**config.mk**
```make
export PLATFORM = sky130hd
export DESIGN_NAME = spi_slave_responder_flat
export DESIGN_NICKNAME = d
export VERILOG_FILES = /design/src/rtl/spi_slave_responder_if.sv /design/src/rtl/spi_slave_responder.sv /design/src/flat_wrapper.sv
export SDC_FILE = /design/constraint.sdc
export NUM_CORES = 1
export LEC_CHECK = 0
export CORE_ASPECT_RATIO = 1.25
export CORE_MARGIN = 5
export CORE_UTILIZATION = 45
export DETAILED_ROUTE_END_ITERATION = 16
export GPL_TIMING_DRIVEN = 0
export PLACE_DENSITY_LB_ADDON = 0.08
export SLEW_MARGIN = 25
export SYNTH_ARGS = -nofsm -noshare
export SYNTH_HDL_FRONTEND = slang
export SYNTH_SLANG_ARGS = --single-unit
```
**constraint.sdc**
```tcl
create_clock -name PCLK -period 3.9 [get_ports PCLK]
set_input_delay 0.585 -clock PCLK [delete_from_list [all_inputs] [get_ports PCLK]]
set_output_delay 0.585 -clock PCLK [all_outputs]
set_load 0.01 [all_outputs]
```
**src/rtl/spi_slave_responder_if.sv**
```systemverilog
// Bus bundle between the SPI slave responder and its surroundings: the
// serial pins from the remote master plus the local register-side handshake.
interface spi_slave_responder_if;
    logic       spe_i;
    logic       cpol_i;
    logic       cpha_i;
    logic       lsbfe_i;
    logic       ss_n_i;
    logic       sclk_i;
    logic       mosi_i;
    logic       miso_o;
    logic       miso_oe_o;
    logic [7:0] tx_data_i;
    logic       tx_load_i;
    logic       tx_ready_o;
    logic [7:0] rx_data_o;
    logic       rx_valid_o;
    logic       rx_ack_i;
    logic       overrun_o;
    logic       underrun_o;
    logic       status_clr_i;
    logic       busy_o;

    modport slave (
        input  spe_i, cpol_i, cpha_i, lsbfe_i, ss_n_i, sclk_i, mosi_i,
               tx_data_i, tx_load_i, rx_ack_i, status_clr_i,
        output miso_o, miso_oe_o, tx_ready_o, rx_data_o, rx_valid_o,
               overrun_o, underrun_o, busy_o
    );

    modport master (
        output spe_i, cpol_i, cpha_i, lsbfe_i, ss_n_i, sclk_i, mosi_i,
               tx_data_i, tx_load_i, rx_ack_i, status_clr_i,
        input  miso_o, miso_oe_o, tx_ready_o, rx_data_o, rx_valid_o,
               overrun_o, underrun_o, busy_o
    );
endinterface

```
**src/rtl/spi_slave_responder.sv**
```systemverilog
// SPI slave responder: oversamples SS/SCLK/MOSI in the PCLK domain, receives
// bytes into rx_data_o and shifts bytes from a one-entry buffer out on MISO.
module spi_slave_responder #(
    parameter int SYNC_STAGES = 2
) (
    input logic                  PCLK,
    input logic                  PRESET,
    spi_slave_responder_if.slave bus
);

    typedef enum logic [0:0] {
        ST_IDLE   = 1'b0,
        ST_ACTIVE = 1'b1
    } state_t;

    state_t                 state_r;
    logic [SYNC_STAGES-1:0] ss_sync_r;
    logic [SYNC_STAGES-1:0] sclk_sync_r;
    logic [SYNC_STAGES-1:0] mosi_sync_r;
    logic                   sclk_d_r;
    logic                   cpol_r;
    logic                   cpha_r;
    logic                   lsbfe_r;
    logic                   first_shift_r;
    logic [3:0]             bit_cnt_r;
    logic [7:0]             tx_buf_r;
    logic [7:0]             tx_shift_r;
    logic [7:0]             rx_shift_r;
    logic [7:0]             rx_data_r;
    logic                   tx_ready_r;
    logic                   rx_valid_r;
    logic                   overrun_r;
    logic                   underrun_r;
    logic                   busy_r;
    logic                   miso_r;
    logic                   miso_oe_r;

    logic       ss_s;
    logic       sclk_s;
    logic       mosi_s;
    logic       lead_s;
    logic       trail_s;
    logic       start_s;
    logic       abort_s;
    logic       run_s;
    logic       sample_s;
    logic       shift_s;
    logic       skip_s;
    logic       reload_s;
    logic       step_s;
    logic       complete_s;
    logic       rx_take_s;
    logic       overrun_set_s;
    logic       underrun_set_s;
    logic       reload_empty_s;
    logic [7:0] reload_byte_s;
    logic [7:0] rx_next_s;
    logic [7:0] tx_next_s;

    function automatic logic out_bit(input logic [7:0] v, input logic lsb_first);
        return lsb_first ? v[0] : v[7];
    endfunction

    assign bus.miso_o     = miso_r;
    assign bus.miso_oe_o  = miso_oe_r;
    assign bus.tx_ready_o = tx_ready_r;
    assign bus.rx_data_o  = rx_data_r;
    assign bus.rx_valid_o = rx_valid_r;
    assign bus.overrun_o  = overrun_r;
    assign bus.underrun_o = underrun_r;
    assign bus.busy_o     = busy_r;

    // Synchronizers for the asynchronous bus pins plus the SCLK edge-detect flop.
    always_ff @(posedge PCLK) begin
        if (PRESET) begin
            ss_sync_r   <= {SYNC_STAGES{1'b1}};
            sclk_sync_r <= {SYNC_STAGES{1'b0}};
            mosi_sync_r <= {SYNC_STAGES{1'b0}};
            sclk_d_r    <= 1'b0;
        end else begin
            ss_sync_r   <= {ss_sync_r[SYNC_STAGES-2:0], bus.ss_n_i};
            sclk_sync_r <= {sclk_sync_r[SYNC_STAGES-2:0], bus.sclk_i};
            mosi_sync_r <= {mosi_sync_r[SYNC_STAGES-2:0], bus.mosi_i};
            sclk_d_r    <= sclk_sync_r[SYNC_STAGES-1];
        end
    end

    // Edge classification, event decode and next-value datapath.
    always_comb begin
        ss_s    = ss_sync_r[SYNC_STAGES-1];
        sclk_s  = sclk_sync_r[SYNC_STAGES-1];
        mosi_s  = mosi_sync_r[SYNC_STAGES-1];
        lead_s  = (sclk_d_r == cpol_r) && (sclk_s != cpol_r);
        trail_s = (sclk_d_r != cpol_r) && (sclk_s == cpol_r);

        start_s    = (state_r == ST_IDLE) && !ss_s && bus.spe_i;
        abort_s    = (state_r == ST_ACTIVE) && (ss_s || !bus.spe_i);
        run_s      = (state_r == ST_ACTIVE) && !abort_s;
        sample_s   = run_s && (cpha_r ? trail_s : lead_s) && (bit_cnt_r != 4'd8);
        shift_s    = run_s && (cpha_r ? lead_s : trail_s);
        // With CPHA=1 the first leading edge only opens the byte; bit 7/0 is already out.
        skip_s     = shift_s && cpha_r && first_shift_r;
        reload_s   = start_s || (shift_s && !skip_s && (bit_cnt_r == 4'd8));
        step_s     = shift_s && !skip_s && (bit_cnt_r != 4'd8);
        complete_s = sample_s && (bit_cnt_r == 4'd7);

        // A load coinciding with an empty-buffer reload goes straight to the shifter.
        if (!tx_ready_r) begin
            reload_byte_s  = tx_buf_r;
            reload_empty_s = 1'b0;
        end else if (bus.tx_load_i) begin
            reload_byte_s  = bus.tx_data_i;
            reload_empty_s = 1'b0;
        end else begin
            reload_byte_s  = 8'h00;
            reload_empty_s = 1'b1;
        end

        rx_next_s      = lsbfe_r ? {mosi_s, rx_shift_r[7:1]} : {rx_shift_r[6:0], mosi_s};
        tx_next_s      = lsbfe_r ? {1'b0, tx_shift_r[7:1]} : {tx_shift_r[6:0], 1'b0};
        rx_take_s      = complete_s && (!rx_valid_r || bus.rx_ack_i);
        overrun_set_s  = complete_s && !rx_take_s;
        underrun_set_s = reload_s && reload_empty_s;
    end

    // Transfer FSM with transmit buffer, receive register and sticky status.
    always_ff @(posedge PCLK) begin
        if (PRESET) begin
            state_r       <= ST_IDLE;
            cpol_r        <= 1'b0;
            cpha_r        <= 1'b0;
            lsbfe_r       <= 1'b0;
            first_shift_r <= 1'b0;
            bit_cnt_r     <= 4'd0;
            tx_buf_r      <= 8'h00;
            tx_shift_r    <= 8'h00;
            rx_shift_r    <= 8'h00;
            rx_data_r     <= 8'h00;
            tx_ready_r    <= 1'b1;
            rx_valid_r    <= 1'b0;
            overrun_r     <= 1'b0;
            underrun_r    <= 1'b0;
            busy_r        <= 1'b0;
            miso_r        <= 1'b0;
            miso_oe_r     <= 1'b0;
        end else begin
            if (reload_s) begin
                tx_ready_r <= 1'b1;
            end else if (bus.tx_load_i && tx_ready_r) begin
                tx_buf_r   <= bus.tx_data_i;
                tx_ready_r <= 1'b0;
            end

            overrun_r  <= overrun_set_s || (overrun_r && !bus.status_clr_i);
            underrun_r <= underrun_set_s || (underrun_r && !bus.status_clr_i);

            if (rx_take_s) begin
                rx_data_r  <= rx_next_s;
                rx_valid_r <= 1'b1;
            end else if (bus.rx_ack_i) begin
                rx_valid_r <= 1'b0;
            end

            case (state_r)
                ST_IDLE: begin
                    if (start_s) begin
                        state_r       <= ST_ACTIVE;
                        busy_r        <= 1'b1;
                        cpol_r        <= bus.cpol_i;
                        cpha_r        <= bus.cpha_i;
                        lsbfe_r       <= bus.lsbfe_i;
                        tx_shift_r    <= reload_byte_s;
                        miso_r        <= out_bit(reload_byte_s, bus.lsbfe_i);
                        miso_oe_r     <= 1'b1;
                        bit_cnt_r     <= 4'd0;
                        first_shift_r <= 1'b1;
                        rx_shift_r    <= 8'h00;
                    end
                end
                ST_ACTIVE: begin
                    if (abort_s) begin
                        state_r       <= ST_IDLE;
                        busy_r        <= 1'b0;
                        miso_r        <= 1'b0;
                        miso_oe_r     <= 1'b0;
                        bit_cnt_r     <= 4'd0;
                        first_shift_r <= 1'b0;
                        rx_shift_r    <= 8'h00;
                    end else begin
                        if (sample_s) begin
                            rx_shift_r <= rx_next_s;
                            bit_cnt_r  <= bit_cnt_r + 4'd1;
                        end
                        if (skip_s) begin
                            first_shift_r <= 1'b0;
                        end else if (reload_s) begin
                            tx_shift_r <= reload_byte_s;
                            miso_r     <= out_bit(reload_byte_s, lsbfe_r);
                            bit_cnt_r  <= 4'd0;
                        end else if (step_s) begin
                            tx_shift_r <= tx_next_s;
                            miso_r     <= out_bit(tx_next_s, lsbfe_r);
                        end
                    end
                end
                default: begin
                    state_r   <= ST_IDLE;
                    busy_r    <= 1'b0;
                    miso_r    <= 1'b0;
                    miso_oe_r <= 1'b0;
                    bit_cnt_r <= 4'd0;
                end
            endcase
        end
    end

endmodule

```
**src/flat_wrapper.sv**
```systemverilog
// flat-port wrapper written by rule: the top's interface ports become plain ports
module spi_slave_responder_flat 
#(
    parameter int SYNC_STAGES = 2
)
  (PCLK, PRESET, bus_spe_i, bus_cpol_i, bus_cpha_i, bus_lsbfe_i, bus_ss_n_i, bus_sclk_i, bus_mosi_i, bus_tx_data_i, bus_tx_load_i, bus_rx_ack_i, bus_status_clr_i, bus_miso_o, bus_miso_oe_o, bus_tx_ready_o, bus_rx_data_o, bus_rx_valid_o, bus_overrun_o, bus_underrun_o, bus_busy_o);
  spi_slave_responder_if bus_i ();
  input logic PCLK;
  input logic PRESET;
  input wire logic [$bits(bus_i.spe_i)-1:0] bus_spe_i;
  input wire logic [$bits(bus_i.cpol_i)-1:0] bus_cpol_i;
  input wire logic [$bits(bus_i.cpha_i)-1:0] bus_cpha_i;
  input wire logic [$bits(bus_i.lsbfe_i)-1:0] bus_lsbfe_i;
  input wire logic [$bits(bus_i.ss_n_i)-1:0] bus_ss_n_i;
  input wire logic [$bits(bus_i.sclk_i)-1:0] bus_sclk_i;
  input wire logic [$bits(bus_i.mosi_i)-1:0] bus_mosi_i;
  input wire logic [$bits(bus_i.tx_data_i)-1:0] bus_tx_data_i;
  input wire logic [$bits(bus_i.tx_load_i)-1:0] bus_tx_load_i;
  input wire logic [$bits(bus_i.rx_ack_i)-1:0] bus_rx_ack_i;
  input wire logic [$bits(bus_i.status_clr_i)-1:0] bus_status_clr_i;
  output wire logic [$bits(bus_i.miso_o)-1:0] bus_miso_o;
  output wire logic [$bits(bus_i.miso_oe_o)-1:0] bus_miso_oe_o;
  output wire logic [$bits(bus_i.tx_ready_o)-1:0] bus_tx_ready_o;
  output wire logic [$bits(bus_i.rx_data_o)-1:0] bus_rx_data_o;
  output wire logic [$bits(bus_i.rx_valid_o)-1:0] bus_rx_valid_o;
  output wire logic [$bits(bus_i.overrun_o)-1:0] bus_overrun_o;
  output wire logic [$bits(bus_i.underrun_o)-1:0] bus_underrun_o;
  output wire logic [$bits(bus_i.busy_o)-1:0] bus_busy_o;
  assign bus_i.spe_i = bus_spe_i;
  assign bus_i.cpol_i = bus_cpol_i;
  assign bus_i.cpha_i = bus_cpha_i;
  assign bus_i.lsbfe_i = bus_lsbfe_i;
  assign bus_i.ss_n_i = bus_ss_n_i;
  assign bus_i.sclk_i = bus_sclk_i;
  assign bus_i.mosi_i = bus_mosi_i;
  assign bus_i.tx_data_i = bus_tx_data_i;
  assign bus_i.tx_load_i = bus_tx_load_i;
  assign bus_i.rx_ack_i = bus_rx_ack_i;
  assign bus_i.status_clr_i = bus_status_clr_i;
  assign bus_miso_o = bus_i.miso_o;
  assign bus_miso_oe_o = bus_i.miso_oe_o;
  assign bus_tx_ready_o = bus_i.tx_ready_o;
  assign bus_rx_data_o = bus_i.rx_data_o;
  assign bus_rx_valid_o = bus_i.rx_valid_o;
  assign bus_overrun_o = bus_i.overrun_o;
  assign bus_underrun_o = bus_i.underrun_o;
  assign bus_busy_o = bus_i.busy_o;
  spi_slave_responder #(.SYNC_STAGES(SYNC_STAGES)) u_core (.PCLK(PCLK), .PRESET(PRESET), .bus(bus_i));
endmodule
```
# Yosys cells after proc, flatten, opt, wreduce, memory -nomap -nowiden
# Cells that the tools add are included.
totals:
  register_bits: 54
  input_bits: 20
  word_cells: 125
classes:
  add_sub_neg: 1
  n_eq_ne: 16
  muxes: 44
  n_bitwise: 2
  n_reduce_logical: 42
op_table:
  columns: ["cell", "n"]
  rows:
  - ["8-bit two-way mux", 12]
  - ["8-bit case mux with 2 select lines", 2]
  - ["1-bit logical AND", 21]
  - ["1-bit two-way mux", 20]
  - ["4-bit two-way mux", 5]
  - ["3-bit inequality test, second input constant", 4]
  - ["2-bit AND reduction", 5]
  - ["4-bit inequality test, second input constant", 2]
  - ["1-bit case mux with 2 select lines", 4]
  - ["4-bit case mux with 2 select lines", 1]
  - ["1-bit zero test", 7]
  - ["2-bit inequality test, second input constant", 3]
  - ["1-bit logical OR", 5]
  - ["4-bit by 1-bit adder with 4-bit output, second input constant", 1]
  - ["4-bit by 3-bit == test with 1-bit output, second input constant", 1]
  - ["4-bit == test, second input constant", 1]
  - ["4-bit AND reduction", 1]
  - ["3-bit AND reduction", 1]
  - ["1-bit == test", 2]
  - ["1-bit inequality test", 2]
  - ["2-bit by 1-bit inequality test with 1-bit output, second input constant", 1]
  - ["1-bit NOT", 2]
  - ["2-bit nonzero test", 1]
  - ["2-bit OR reduction", 1]

# Logic depth before layout (Yosys ltp)
# Gate-level depths: netlist of the first run.
logic_depth:
  word_depth: 16
  ltp_mapped: 8
  depth_no_buf: 7

# Worst setup path before layout of the first run
# Ideal clock, no wire load.
synth_path:
  path_type: "input to register"
  startpoint: "in bus_spe_i"
  endpoint: "reg u_core.bit_cnt_r[0]"
  setup_time_ns: 0.072
  arrival_time_ns: 1.827
  t_required_ns: 3.828
  slack_ns: 2.002
  stages: 7
  path_buffers: 2
  path_cell_list: "nor2b_1 > nand2_1 > clkbuf_1 > nor3_1 > nand2b_1 > buf_2 > a2bb2oi_1"
synth_via:
  elab_chain_cells: 16
synth_rtl:
  columns: ["item", "line_no", "text"]
  rows:
  - ["start: declaration", "flat_wrapper.sv:10", "input wire logic [$bits(bus_i.spe_i)-1:0] bus_spe_i;"]
  - ["1-bit zero test", "spi_slave_responder.sv:97", "abort_s = (state_r == ST_ACTIVE) && (ss_s || !bus.spe_i);"]
  - ["1-bit logical OR", "spi_slave_responder.sv:97", null]
  - ["1-bit logical AND", "spi_slave_responder.sv:97", null]
  - ["1-bit zero test", "spi_slave_responder.sv:98", "run_s = (state_r == ST_ACTIVE) && !abort_s;"]
  - ["1-bit logical AND", "spi_slave_responder.sv:98", null]
  - ["1-bit logical AND", "spi_slave_responder.sv:100", "shift_s = run_s && (cpha_r ? lead_s : trail_s);"]
  - ["1-bit logical AND (2 in series)", "spi_slave_responder.sv:102", "skip_s = shift_s && cpha_r && first_shift_r;"]
  - ["1-bit zero test", "spi_slave_responder.sv:103", "reload_s = start_s || (shift_s && !skip_s && (bit_cnt_r == 4'd8));"]
  - ["1-bit logical AND (2 in series)", "spi_slave_responder.sv:103", null]
  - ["1-bit logical OR", "spi_slave_responder.sv:103", null]
  - ["4-bit two-way mux", "spi_slave_responder.sv:196", "end else if (reload_s) begin"]
  - ["4-bit two-way mux", "spi_slave_responder.sv:194", "if (skip_s) begin"]
  - ["4-bit two-way mux", "spi_slave_responder.sv:181", "if (abort_s) begin"]
  - ["4-bit case mux with 2 select lines", "spi_slave_responder.sv:164", "case (state_r)"]
  - ["end signal: assignment", "spi_slave_responder.sv:192", "bit_cnt_r <= bit_cnt_r + 4'd1;"]
  - ["end: declaration", "spi_slave_responder.sv:25", "logic [3:0] bit_cnt_r;"]
# Several ways; a longest one is shown, not always the timed one.
# A chain may end at the register's enable or synchronous reset.

# Worst setup path in the final report of the first run
layout_path:
  startpoint: "in bus_spe_i"
  endpoint: "reg u_core.rx_shift_r[2]"
layout_via:
  elab_chain_cells: 9
layout_rtl:
  columns: ["item", "line_no", "text"]
  rows:
  - ["1-bit zero test", "spi_slave_responder.sv:97", null]
  - ["1-bit logical OR", "spi_slave_responder.sv:97", null]
  - ["1-bit logical AND", "spi_slave_responder.sv:97", null]
  - ["1-bit zero test", "spi_slave_responder.sv:98", null]
  - ["1-bit logical AND", "spi_slave_responder.sv:98", null]
  - ["1-bit logical AND (2 in series)", "spi_slave_responder.sv:99", "sample_s = run_s && (cpha_r ? trail_s : lead_s) && (bit_cnt_r != 4'd8);"]
  - ["3-bit inequality test (no source line)", null, null]
  - ["2-bit AND reduction (no source line)", null, null]
  - ["end signal: assignment", "spi_slave_responder.sv:191", "rx_shift_r <= rx_next_s;"]
  - ["end: declaration", "spi_slave_responder.sv:28", "logic [7:0] rx_shift_r;"]
# Several ways; a longest one is shown, not always the timed one.

==> metrics.txt, run 1 <==
pwr dens 333 nW/um2; Mapped Area around 2700 um2; Clock transition at path regs roughly 0.1 ns; post-synth top area share 0.403; WL/cell 15.8 um; Crit Path Class in2reg; Max-slew headroom 0.462; FF+latch count, synth 54; routability congestion estimate around 0.81; Routed Antenna Nets 0; fin crit share 0.640; Die W about 79 um; layout cells sized above 1 0.102; worst min path class reg2reg; CTS-repair resized insts 0; synthesis-to-finish area growth 19.2%; Design Area, Final 3200 um2; startpoint types input pin; Via Count between 2k and 2.5k; Tightest Pin Transition slightly above 0.8 ns; Final Hold Vio Count 0; vias in the first global route ~2.2k; number of post-CTS setup repair buffers 0; GRT Resource Usage Total 0.177; Sw Ratio 0.242; core area around 5800 um2; Psw 0.259 mW; post-detail-place hpwl roughly 4700 um; storage element area 1080 um2; first-pass GRT wire length ~11000 um; # hold bufs at CTS 0; filler instances approximately 560; unrepaired setup endpoints after global routing false; via/cell ratio 5.52; Synth Area per Inst between 9 and 10 um2; I/O pin cnt 35; Starting Density 0.461; synth unique cells 49; Post-synth ARST share 0; Buf/Inv on CP 3; Placement Cell Area between 3000 and 4000 um2; CTS tree yes; Gate Count Post-Synth just under 300; grt met1 use 0.221; Pleak 1.07 nW; synth top area cells dfxtp_1, mux2i_1, nand2b_1, nor2_1, o2bb2ai_1; clock sinks 54; Routed WL 6310 um; post-synth top area cell dfxtp_1; final net count approximately 350; clk root buf clkbuf_8; Max-Cap Viols 0; grt ovf 0; Comb pwr share 0.099; crit path time final approximately 2.5 ns; diode count 0; busiest grt layer met2; clock network fraction of total power 0.365; Post-synth EDFFs 0; H-tree depth reported by CTS 2; Reg power frac 0.537; met3 global-route usage 0.0365; I/O Buffers 32; Iter 0 DRT Violations approximately 170; Worst path slowest cell clkdlybuf4s50_1; largest net degree at the start of global routing 18; Data required, critical path 4.14 ns; met2 GRT Util 0.309; Slowest Stage Delay on Critical Path ~0.48 ns; WP data arrival between 2 and 3 ns; crit path cell chain clkdlybuf4s50_1 -> nor2b_1 -> nand2_1 -> clkbuf_1 -> nor3_1 -> nand2b_1 -> buf_2 -> o2bb2ai_1; Post-synth top flop dfxtp_1; Post-Route Setup TNS 0 ns; yosys warns 0; Fmax achieved 401 MHz; register area share after synthesis 0.403; final setup fails 0; outcome finished, final reports clean; # rows 31; Die H 96.3 um; CTS Buf Count 5; initial antenna violation count 0; # DRC 0; clk_lat worst skew slightly above 0.3 ns; internal cell power slightly above 0.8 mW; Final Skew 0.00727 ns; Die ar. between 7000 and 8000 um2; Mapped Nets ~320; CP max FO 10; CP Capture Type flop; Final Max Slew Viols 0; multi-input logic area between 1000 and 1500 um2; Initial DRT Pass Iterations 4; cell family with most CP delay simple AND/OR/NAND/NOR gates; Max rail drop VDD around 180 uV; Longest Clk Path Bufs 2
layout make-up:
cell class | count | share of cell area
clock buffer | 5 | 0.0215
timing repair buffer | 32 | 0.100
buffer | 20 | 0.0325
inverter | 11 | 0.0129
multi-input combinational | 208 | 0.456
sequential | 54 | 0.338
tap | 66 | 0.0258
clock inverter | 3 | 0.0137
worst reg2reg max path, stage by stage (launching register included):
cell and delay [ns]:
dfxtp_1 0.34, buf_6 0.14, xor2_2 0.16, mux2i_2 0.47
o21ai_0 0.14, a21oi_1 0.67, o2bb2ai_1 0.19
state kept, by name (all words and copies together), names as in the netlist:
signal / count
u_core.sclk_sync_r: 2
u_core.bus.underrun_o: 1
u_core.state_r: 1
u_core.bit_cnt_r: 4
u_core.bus.rx_data_o: 8
u_core.rx_shift_r: 8
u_core.bus.tx_ready_o: 1
u_core.lsbfe_r: 1
u_core.cpol_r: 1
u_core.tx_buf_r: 8
u_core.bus.busy_o: 1
u_core.bus.rx_valid_o: 1
u_core.first_shift_r: 1
u_core.tx_shift_r: 8
u_core.cpha_r: 1
u_core.ss_sync_r: 2
u_core.mosi_sync_r: 2
u_core.bus.miso_o: 1
u_core.bus.overrun_o: 1
u_core.sclk_d_r: 1
synthesized netlist by cell type (2+ instances only):
cell	number
o2bb2ai_1	10
nand2_1	13
dfxtp_1	54
mux2i_1	18
ha_1	2
and3b_1	2
a41oi_1	2
a211oi_1	8
clkbuf_1	13
buf_6	3
nor3_4	2
or3_1	5
buf_2	2
nor2_1	24
o31ai_1	2
a221oi_1	2
a2bb2oi_1	2
o21ai_0	16
nor2b_1	13
a32oi_1	6
nor3_1	3
inv_1	11
mux2_2	7
nand3_1	9
a21oi_1	15
nor3b_2	2
or2_2	2
a31oi_1	5
nand2b_1	20
through the flow:
step	total power, mW	hold WS (ns)	cells	setup WS, ns	utilization
floorplan	0.648	0.389	293	2.00	-
global placement	0.690	0.394	391	1.10	0.531
detailed placement	0.691	0.397	391	1.11	0.531
CTS	1.08	0.422	399	1.43	0.550
global route	1.12	0.435	399	1.26	0.550
finish	1.07	0.413	399	1.41	0.550
path summary, 6_finish.rpt:
check                                 start                           endpoint  slack (ns)  cells past startpoint
max reg2reg      u_core.cpol_r$_SDFFE_PP0P_  u_core.rx_shift_r[2]$_SDFFE_PP0P_        1.72                      6
max                               bus_spe_i  u_core.rx_shift_r[2]$_SDFFE_PP0P_        1.41                      8
min          u_core.ss_sync_r[0]$_SDFF_PP1_     u_core.ss_sync_r[1]$_SDFF_PP1_        0.41                      1
min reg2reg  u_core.ss_sync_r[0]$_SDFF_PP1_     u_core.ss_sync_r[1]$_SDFF_PP1_        0.41                      1
power groups by stage:
stage	Combinational, mW	Sequential, mW	Clock [mW]
2_1_floorplan	0.0639	0.584	0
3_3_place_gp	0.104	0.585	0
3_5_place_dp	0.106	0.586	0
4_1_cts	0.106	0.573	0.398
5_1_grt	0.116	0.575	0.432
6_report	0.105	0.573	0.389
routing by layer:
| metal | part of all wire | wire [um] |
|---|---|---|
| met2 | 0.49 | 3120 |
| met5 | 0 | 0 |
| met4 | 0.015 | 95 |
| met1 | 0.46 | 2910 |
| met3 | 0.030 | 188 |
cells in the final DEF, fill, tap and decap left out, drive strengths merged, types with 3 or more instances in the layout:
master	count
or2	3
mux2	7
a21oi	15
inv	12
or3	5
nand3	9
dfxtp	54
o2bb2ai	10
a32oi	6
mux2i	19
nor2	24
o21ai	17
nand2	13
clkdlybuf4s50	32
nor3b	3
nor2b	14
nand2b	20
a211oi	9
a31oi	5
clkbuf	18
nor3	5
buf	7
cell families after synthesis:
kind of cell / count (synthesis) / synth area share
AOI/OAI and AO/OA: 73 / 0.186
xor gates and xnor gates: 1 / 0.00606
adders and majority gates: 2 / 0.00932
buffers and inverters: 31 / 0.0541
DFF: 54 / 0.403
muxes: 26 / 0.102
and+or+nand+nor: 106 / 0.240
Power figures use the tool's default switching activity.
==> inputs of run 2 (changes only) <==
Clock period 3.9 ns to 2.2 ns, I/O delays scaled along.
==> metrics.txt, run 2 (synthesis results as in run 1) <==
outcome finished, final reports clean; most common cell after layout, fill and taps aside dfxtp_1; grt met1 use 0.222; final worst hold slack between 0.4 and 0.5 ns; Crit Reg-Reg Endpoint u_core.tx_buf_r[1]$_SDFFE_PP0P_; Pleak 1.07 nW; Starting Density 0.461; met2 GRT Util 0.310; Iter 0 DRT Violations 131; Final Hold Vio Count 0; Slowest Stage Delay on Critical Path ~0.45 ns; Routed WL around 6400 um; CP Launch Point u_core.sclk_sync_r[1]$_SDFF_PP0_; Final Util 0.552; pwr dens 589 nW/um2; vias in the first global route 2216; Final Power roughly 1.9 mW; Max rail drop VDD 321 uV; number of post-CTS setup repair buffers 0; Tightest Pin Transition approximately 0.64 ns; fin crit share 0.923; worst min path class reg2reg; crit path cell chain and4bb_4 -> nor3b_2 -> nor3_4 -> nor3_4 -> mux2i_1; Die ar. 7620 um2; Final Max Slew Viols 0; Max-slew headroom 0.570; met3 global-route usage 0.0365; # DRC 0; post-detail-place hpwl around 4700 um; grt ovf 0; Data required, critical path around 2.4 ns; Via Count between 2k and 2.5k; busiest grt layer met2; startpoint types flop; clk root buf clkbuf_8; clock sinks 54; # rows 31; largest net degree at the start of global routing 18; most frequent cells in the layout dfxtp_1, clkdlybuf4s50_1, nor2_1; Die H between 90 and 100 um; clk_lat worst skew between 0.3 and 0.4 ns; Fmax achieved 493 MHz; core area ~5800 um2; layout cells sized above 1 0.117; GRT Resource Usage Total 0.178; CP max FO 9; final setup fails 0; crit path time final 2.03 ns; via/cell ratio around 5.6; CP Capture Point u_core.tx_buf_r[1]$_SDFFE_PP0P_; Max-Cap Viols 0; Final Skew between 0.008 and 0.009 ns; WP data arrival approximately 2.3 ns; Clock transition at path regs approximately 0.11 ns; synthesis-to-finish area growth 19.8%; CP Capture Type flop; Worst R2R Start u_core.sclk_sync_r[1]$_SDFF_PP0_; CTS Buf Count 5; reg2reg path depth 5; Worst path slowest cell nor3_4; Crit Path Class reg2reg; Die W between 70 and 80 um; Routed Antenna Nets 0; cell mode on critical path nor3_4; I/O pin cnt 35; final net count 353; FF-to-FF setup slack approximately 0.17 ns; WL/cell approximately 16 um; initial antenna violation count 0; CTS tree yes; diode count 0; I/O Buffers 32; H-tree depth reported by CTS 2; first-pass GRT wire length 10600 um; routability congestion estimate between 0.8 and 0.9; Longest Clk Path Bufs 2; Initial DRT Pass Iterations 4
-- run 2: stage by stage --
stage                     cells  setup slack (ns)   TNS [ns]  cell area (um2)
after floorplan             293             0.383          0             2680
after global placement      391            -0.342      -6.35             3090
after detailed placement    391            -0.336      -6.25             3090
after CTS                   399           0.00786          0             3200
after global routing        398         -0.000203  -0.000203             3210
final                       398             0.170          0             3210
-- run 2: how the worst min path moves through the flow --
stage	to	slack, ns	start	depth (start not counted)
floorplan	u_core.ss_sync_r[1]$_SDFF_PP1_	0.39	u_core.ss_sync_r[0]$_SDFF_PP1_	1
global placement	u_core.ss_sync_r[1]$_SDFF_PP1_	0.39	u_core.ss_sync_r[0]$_SDFF_PP1_	1
detailed placement	u_core.ss_sync_r[1]$_SDFF_PP1_	0.40	u_core.ss_sync_r[0]$_SDFF_PP1_	1
CTS	u_core.ss_sync_r[1]$_SDFF_PP1_	0.42	u_core.ss_sync_r[0]$_SDFF_PP1_	1
global route	u_core.ss_sync_r[1]$_SDFF_PP1_	0.43	u_core.ss_sync_r[0]$_SDFF_PP1_	1
finish	u_core.ss_sync_r[1]$_SDFF_PP1_	0.41	u_core.ss_sync_r[0]$_SDFF_PP1_	1
-- run 2: power by group --
part / switching [mW] / total, mW / internal (mW)
combinational: 0.0974 / 0.188 / 0.0911
sequential: 0.0140 / 1.02 / 1.00
clock: 0.346 / 0.688 / 0.342
-- run 2: area by class of cell --
class	instances	area [um2]
inverter	11	41.3
multi-input combinational	208	1480
clock buffer	5	68.8
sequential	54	1080
clock inverter	3	43.8
tap	66	82.6
buffer	19	100
fill	562	2600
timing repair buffer	32	320
-- run 2: worst max-delay path, delay by kind of cell (launching register included) --
kind          cells  cell delay (ns)
mux               1             0.28
simple gates      4             1.26
flops             1             0.41
-- run 2: what timing repair did --
item	CTS	global route
cloned	0	0
setup endpoints to repair	2	22
hold buffers	0	0
gates resized for setup	1	4
pin swaps	0	1
-- run 2: per-layer routing --
layer / wire [um] / vias up
met2: 3140 / 40
li1: - / 1119
met5: 0 / -
met3: 186 / 6
met4: 85 / 0
met1: 2960 / 1053
